$ cat src/rtl/move_issuer.sv
// Issues one move for the current player: a burst of single-cycle step strobes on p_da[turn],
// then a done pulse and a turn hand-off. Define MOVE_ISSUER_GAP_EN to insert a idle cycle between strobes.
module move_issuer #(
    parameter int STEP_W = 3
) (
    input  logic              B,
    input  logic              rst,
    input  logic [3:0]        N,
    input  logic              start,
    input  logic [STEP_W-1:0] steps,
    output logic [3:0]        p_da,
    output logic [1:0]        turn,
    output logic              busy,
    output logic              done
);

    typedef enum logic [1:0] {
        IDLE,
        STEP,
        GAP,
        FIN
    } state_t;

    state_t            state, state_next;
    // Strobes still owed after the one currently on p_da.
    logic [STEP_W-1:0] remaining, remaining_next;
    logic [1:0]        turn_next;
    logic [3:0]        p_da_next;
    logic              busy_next;
    logic              done_next;
    logic              n_legal;
    logic              wrap;

    assign n_legal = (N == 4'd2) || (N == 4'd3) || (N == 4'd4);
    // Also catches turn already beyond N after N was lowered mid-game.
    assign wrap    = ({2'b00, turn} + 4'd1) >= N;

    always_comb begin
        state_next     = state;
        remaining_next = remaining;
        turn_next      = turn;
        case (state)
            IDLE: begin
                if (start && n_legal) begin
                    if (steps != '0) begin
                        state_next     = STEP;
                        remaining_next = steps - 1'b1;
                    end else begin
                        state_next = FIN;
                    end
                end
            end
            STEP: begin
                if (remaining == '0) begin
                    state_next = FIN;
                end else begin
                    remaining_next = remaining - 1'b1;
`ifdef MOVE_ISSUER_GAP_EN
                    state_next     = GAP;
`else
                    state_next     = STEP;
`endif
                end
            end
            GAP: state_next = STEP;
            FIN: begin
                state_next = IDLE;
                turn_next  = wrap ? 2'd0 : turn + 2'd1;
            end
            default: state_next = IDLE;
        endcase

        // Outputs are decoded from the next state so they can be registered without extra latency.
        p_da_next = (state_next == STEP) ? (4'b0001 << turn_next) : 4'b0000;
        busy_next = (state_next == STEP) || (state_next == GAP);
        done_next = (state_next == FIN);
    end

    always_ff @(posedge B or posedge rst) begin
        if (rst) begin
            state     <= IDLE;
            remaining <= '0;
            turn      <= 2'd0;
            p_da      <= 4'b0000;
            busy      <= 1'b0;
            done      <= 1'b0;
        end else begin
            state     <= state_next;
            remaining <= remaining_next;
            turn      <= turn_next;
            p_da      <= p_da_next;
            busy      <= busy_next;
            done      <= done_next;
        end
    end

endmodule

$ cat config.mk
export PLATFORM = sky130hd
export DESIGN_NAME = move_issuer
export DESIGN_NICKNAME = d
export VERILOG_FILES = /design/src/rtl/move_issuer.sv
export SDC_FILE = /design/constraint.sdc
export NUM_CORES = 1
export LEC_CHECK = 0
export ABC_CLOCK_PERIOD_IN_PS = 3910
export BUFFER_PORTS_ARGS = -buffer_cell sky130_fd_sc_hd__buf_4
export CAP_MARGIN = 25
export CORE_MARGIN = 1.5
export CORE_UTILIZATION = 54
export DETAILED_ROUTE_END_ITERATION = 8
export PLACE_DENSITY_LB_ADDON = 0.25
export SLEW_MARGIN = 0
export SYNTH_ARGS = -nofsm -noshare
export SYNTH_HDL_FRONTEND = slang
export SYNTH_SLANG_ARGS = --single-unit
$ cat constraint.sdc
create_clock -name B -period 3.91 [get_ports B]
set_input_delay 0.782 -clock B [delete_from_list [all_inputs] [get_ports B]]
set_output_delay 0.782 -clock B [all_outputs]
set_load 0.05 [all_outputs]
==> flow_metrics.env, run 1 <==
export IMPL_run_status="completed"
export IMPL_hold_class="input port to asynchronous set/reset pin"
export IMPL_fin_util_pct=68.9
export IMPL_crit_start="N[2]"
export IMPL_place_inst=127
export IMPL_post_dp_hpwl_mm=1.34
export IMPL_hold_viol_final=0
export IMPL_synth_warnings=0
export IMPL_wl_per_cell_microns=13.0
export IMPL_synthArstFlopShare_pct=100
export IMPL_ant_nets=0
export IMPL_grtUsageTotal_pct=21.5
export IMPL_tightest_slew_ps=513
export IMPL_cts_root_buf="clkbuf_4"
export IMPL_boundaryPins=18
export IMPL_fp_row_count=14
export IMPL_whs_ps=517
export IMPL_finalCritPeriodShare_pct=60.0
export IMPL_clkTransAtPathRegs_ps=80
export IMPL_die_w_microns=43.9
export IMPL_fin_ws_ps=1570
export IMPL_drtPass1Iterations=4
export IMPL_synth_ff_type="dfrtp_1"
export IMPL_clock_skew_ps=8.82
export IMPL_synthDistinctLibCells=32
export IMPL_cts_tree="done"
export IMPL_p_leak_nw=0.502
export IMPL_hold_buffers=0
export IMPL_place_ws_ps=1290
export IMPL_die_area_sq_um=1930
export IMPL_layout_min_cycle_time_ps=2340
export IMPL_critPathKind="input port to flop"
export IMPL_fp_dieH_microns=43.9
export IMPL_drt_iter0_markers=11
export IMPL_antennaDiodeCount=0
export IMPL_synth_top_area_cell="dfrtp_1"
export IMPL_area_growth_pct=17.6
export IMPL_drcViolationCount=0
export IMPL_place_gp_congestion=0.878
export IMPL_mappedNetlistNets=116
export IMPL_rsz0062_at_grt="false"
export IMPL_synth_top_area_share_pct=36.0
export IMPL_finalSetupTns_ps=0
export IMPL_max_freq_ghz=0.427
export IMPL_arrival_ps=2520
export IMPL_syn_inst=96
export IMPL_cp_slowest_stage_delay_ps=380
export IMPL_initial_utilization_pct=58.6
export IMPL_cts_setup_buffers=0
export IMPL_cp_slowest_cell="mux2_2"
export IMPL_synth_common_cells="dfrtp_1 (13), ha_1 (10), nor2_1 (10)"
export IMPL_htree_levels=1
export IMPL_antenna_found_initial=0
export IMPL_grt_pass1_wl_mm=2.91
export IMPL_viasPerCell=5.60
export IMPL_r2r_start="state[1]$_DFF_PP0_"
export IMPL_setup_viol=0
export IMPL_io_buffer_count=17
export IMPL_maxCapViolations=0
export IMPL_required_ps=4090
export IMPL_crit_chain="buf_4 > nor3b_1 > o21ai_2 > mux2_2 > a21o_1 > ha_1 > nand2_1 > nor3_1 > a31oi_1 > o31ai_1"
export IMPL_grt_max_degree=14
export IMPL_layout_cells_non_filler=131
export IMPL_nets=136
export IMPL_finalMaxSlewViolations=0
export IMPL_cp_start_kind="input port"
export IMPL_netlist_area_sq_um=903
export IMPL_cts_resized=0
export IMPL_clk_latency_ps=290
export IMPL_post_synth_top_count_cell="dfrtp_1"
export IMPL_ys_ff_latch=13
export IMPL_num_vias=733
export IMPL_power_density_nw_per_um2=914
export IMPL_grt_ovfl_total=0
export IMPL_cts_buffers=3
export IMPL_routed_wl_mm=1.70
export IMPL_cts_sinks=13
export IMPL_clk_path_buf_depth=2
export IMPL_grt_pass1_vias=712
export IMPL_synth_yosys_seq_area_share_pct=36.0
export IMPL_synth_edf_count=0
export IMPL_drive_gt1_share_pct=21.7
export IMPL_slew_headroom_pct=65.8
export IMPL_coreArea_sq_um=1540
export IMPL_synth_area_top_cells="dfrtp_1 (36%), ha_1 (14%), nor2_1 (4.2%)"
export IMPL_cp_end_kind="flop"
export IMPL_crit_fanout=6
export IMPL_ir_worst_vdd_v=0.000584
export IMPL_syn_avg_cell_area_sq_um=9.41
[critical path, delay by kind of cell]
| family | cells | cell delay, ps |
|---|---|---|
| mux | 1 | 380 |
| compound gates | 4 | 680 |
| simple gates | 3 | 310 |
| buf+inv | 1 | 120 |
| fa+ha+maj | 1 | 240 |
[cells in the final DEF (no fill, tap or decap), drive strengths merged, types with 2 or more instances in the layout]
cell / synthesis / routed
buf: 1 / 17
dfrtp: 13 / 13
nor2: 10 / 10
ha: 10 / 10
inv: 9 / 9
nand2: 7 / 7
o21ai: 7 / 7
o211ai: 5 / 5
clkbuf: 1 / 4
a21boi: 3 / 3
nand3: 3 / 3
nor2b: 2 / 2
or2b: 2 / 2
o21a: 2 / 2
nor3: 2 / 2
a21oi: 2 / 2
a31oi: 2 / 2
mux2i: 2 / 2
a21o: 2 / 2
[cell type report]
class,instances,area [sq um]
Clock buffer,4,26.3
Fill cell,129,479
Inverter,9,33.8
Multi-Input combinational cell,72,529
Sequential cell,13,325
Tap cell,16,20.0
Timing Repair Buffer,17,128
[worst paths after layout]
path | end | slack (ps) | cells past startpoint
setup / recovery | p_da[0]$_DFF_PP0_ | 1570 | 10
hold / removal | busy$_DFF_PP0_ | 520 | 2
setup reg to reg | p_da[0]$_DFF_PP0_ | 1600 | 11
hold reg to reg | turn[1]$_DFF_PP0_ | 610 | 2
max in group asynchronous | remaining[1]$_DFFE_PP0P_ | 3040 | 2
min in group B | turn[1]$_DFF_PP0_ | 610 | 2
[state kept, by name, indices dropped and copies added (netlist names)]
register and cells:
busy 1, state 2, remaining 3, turn 2
p_da 4, done 1
[report_power, final]
group          leakage (nW)  internal (mW)  total, mW  switching [mW]
Sequential            0.163          0.198      0.247          0.0491
Clock                0.0150         0.0397     0.0863          0.0466
Combinational         0.325          0.248      0.637           0.389
[logic make-up (layout without fill, tap and decap cells)]
group                    after synthesis  in the layout  share of synthesized area, %
AO/OA/AOI/OAI                         28             28                          23.4
adder cells (fa/ha/maj)               10             10                          13.9
buffers and inverters                 11             30                          5.40
flip-flops                            13             13                          36.0
multiplexers                           3              3                          3.46
AND/OR/NAND/NOR                       31             31                          17.9
[metal layers]
layer | part of all wire [%] | wire length (microns) | global-route usage [%] | vias up
met5 | 0 | 0 | 0 | -
met4 | 2.6 | 45 | 14.5 | 0
met3 | 3.9 | 67 | 4.17 | 5
met2 | 47 | 798 | 35.0 | 17
met1 | 47 | 792 | 25.4 | 330
li1 | - | - | - | 381
[through the flow]
stage | cell area (sq um) | power, mW
final | 1060 | 0.971
after global routing | 1060 | 1.06
after CTS | 1060 | 0.978
after detailed placement | 1040 | 0.889
after global placement | 1040 | 0.873
after floorplan | 903 | 0.749
Note: power is estimated with default switching activity, not from simulation.
==> inputs of run 2 (changes only) <==
Settings changed: ABC_AREA set to 1, ABC_CLOCK_PERIOD_IN_PS 3910 to 2000, CORE_UTILIZATION 54 to 46.
Clock period 3.91 ns to 2 ns, I/O delays scaled along.
==> flow_metrics.env, run 2 <==
export IMPL_drive_gt1_share_pct=23.3
export IMPL_post_synth_top_count_cell="nand2_1"
export IMPL_required_ps=2200
export IMPL_area_growth_pct=21.8
export IMPL_grt_ovfl_total=0
export IMPL_ant_nets=0
export IMPL_arrival_ps=1920
export IMPL_layout_cells_non_filler=136
export IMPL_drtPass1Iterations=4
export IMPL_cts_setup_buffers=0
export IMPL_grt_pass1_vias=634
export IMPL_clkTransAtPathRegs_ps=80
export IMPL_hold_viol_final=0
export IMPL_largest_reg_flops=4
export IMPL_crit_fanout=5
export IMPL_boundaryPins=18
export IMPL_finalSetupTns_ps=0
export IMPL_synth_common_cells="nand2_1 (25), inv_1 (20), dfrtp_1 (13)"
export IMPL_cp_end_kind="flop"
export IMPL_mappedNetlistNets=119
export IMPL_coreArea_sq_um=1560
export IMPL_top_register="p_da"
export IMPL_synth_yosys_seq_area_share_pct=40.8
export IMPL_cts_buffers=3
export IMPL_cts_sinks=13
export IMPL_maxCapViolations=0
export IMPL_synthArstFlopShare_pct=100
export IMPL_num_vias=675
export IMPL_die_area_sq_um=1990
export IMPL_mostFrequentLayoutCells="nand2_1 (25), inv_1 (20), buf_4 (17)"
export IMPL_drt_iter0_markers=13
export IMPL_synthDistinctLibCells=16
export IMPL_run_status="completed"
export IMPL_finalMaxSlewViolations=0
export IMPL_fp_dieH_microns=44.7
export IMPL_initial_utilization_pct=51.2
export IMPL_synth_warnings=0
export IMPL_grt_pass1_wl_mm=2.57
export IMPL_layout_min_cycle_time_ps=1720
export IMPL_nFillCells=135
export IMPL_nets=141
export IMPL_io_buffer_count=17
export IMPL_cp_start_kind="flop"
export IMPL_rsz0062_at_grt="false"
export IMPL_power_density_nw_per_um2=1720
export IMPL_die_w_microns=44.7
export IMPL_clock_skew_ps=1.89
export IMPL_place_gp_congestion=0.771
export IMPL_cts_resized=0
export IMPL_synth_top_area_cell="dfrtp_1"
export IMPL_max_freq_ghz=0.581
export IMPL_hold_class="input port to asynchronous set/reset pin"
export IMPL_hold_buffers=0
export IMPL_ys_ff_latch=13
export IMPL_grtUsageTotal_pct=17.6
export IMPL_cts_tree="done"
export IMPL_finalCritPeriodShare_pct=86.1
export IMPL_reg_top3="p_da: 4 flops, remaining: 3 flops"
export IMPL_viasPerCell=4.96
export IMPL_syn_avg_cell_area_sq_um=8.06
export IMPL_netlist_area_sq_um=798
export IMPL_htree_levels=1
export IMPL_p_leak_nw=0.568
export IMPL_cts_root_buf="clkbuf_4"
export IMPL_clk_path_buf_depth=2
export IMPL_synth_ff_type="dfrtp_1"
export IMPL_tightest_slew_ps=492
export IMPL_final_common_cell="nand2_1"
export IMPL_antenna_found_initial=0
export IMPL_slew_headroom_pct=67.1
export IMPL_synth_area_top_cells="dfrtp_1 (41%), ha_1 (16%), nand2_1 (12%)"
export IMPL_critPathKind="flop to flop"
export IMPL_post_dp_hpwl_mm=1.19
export IMPL_ir_worst_vdd_v=0.000793
export IMPL_setup_viol=0
export IMPL_fp_row_count=14
export IMPL_routed_wl_mm=1.43
export IMPL_antennaDiodeCount=0
export IMPL_synth_top_area_share_pct=40.8
export IMPL_drcViolationCount=0
export IMPL_synth_edf_count=0
export IMPL_grt_max_degree=14
export IMPL_clk_latency_ps=260
export IMPL_syn_inst=99
export IMPL_place_inst=132
export IMPL_wl_per_cell_microns=10.5
[run 2: cells by family (layout without fill, tap and decap cells)]
group | after synthesis | in the layout | synth area share (%)
xor+xnor | 1 | 1 | 1.10
simple gates | 47 | 47 | 27.0
fa+ha+maj | 10 | 10 | 15.7
compound gates | 8 | 8 | 6.11
buf+inv | 20 | 41 | 9.40
flops | 13 | 13 | 40.8
[run 2: cell type report]
| type | count | area (sq um) | share of cell area (%) |
|---|---|---|---|
| multi-input cells | 66 | 398 | 40.9 |
| well taps | 16 | 20.0 | 2.06 |
| flip-flops and latches | 13 | 325 | 33.5 |
| clock buffers | 4 | 26.3 | 2.70 |
| repair buffers | 17 | 128 | 13.1 |
| inverters | 20 | 75.1 | 7.72 |
[run 2: power breakdown]
group          internal, mW  switching [mW]  leakage, nW
clock network        0.0770          0.0800       0.0150
logic                 0.371           0.699        0.389
registers             0.382          0.0642        0.165
total                 0.830           0.843        0.568
[run 2: through the flow]
stage	setup slack (ps)	hold WS [ps]	area, sq um	utilization, %	power [mW]
2_1_floorplan	173	277	798	-	1.26
3_3_place_gp	330	447	946	60.7	1.49
3_5_place_dp	295	461	946	60.7	1.52
4_1_cts	264	166	972	62.4	1.68
5_1_grt	90.0	204	972	62.4	1.83
6_report	279	156	972	62.4	1.67
[run 2: path summary, 6_finish.rpt]
kind	from	endpoint	slack, ps	depth (start not counted)
worst max-delay path	turn[0]$_DFF_PP0_	p_da[3]$_DFF_PP0_	280	9
max in group asynchronous	rst	remaining[2]$_DFFE_PP0P_	1510	2
worst max register to register	turn[0]$_DFF_PP0_	p_da[3]$_DFF_PP0_	280	9
worst min-delay path	rst	p_da[2]$_DFF_PP0_	160	2
min in group B	remaining[0]$_DFFE_PP0P_	remaining[0]$_DFFE_PP0P_	480	2
worst min register to register	remaining[0]$_DFFE_PP0P_	remaining[0]$_DFFE_PP0P_	480	2
[run 2: critical path: stages, from the launching register on]
cell	delay, ps
dfrtp_1	440
ha_1	330
ha_1	300
nand2_1	80
inv_1	40
nand2_1	80
nand4_1	90
nand2_1	130
inv_1	70
nor2_1	100
[run 2: per-layer routing]
| layer | global-route usage (%) | part of all wire (%) | vias up |
|---|---|---|---|
| met5 | 0 | 0 | - |
| li1 | - | - | 348 |
| met1 | 23.1 | 47 | 307 |
| met4 | 5.45 | 0 | 0 |
| met2 | 28.4 | 48 | 20 |
| met3 | 4.08 | 5.2 | 0 |
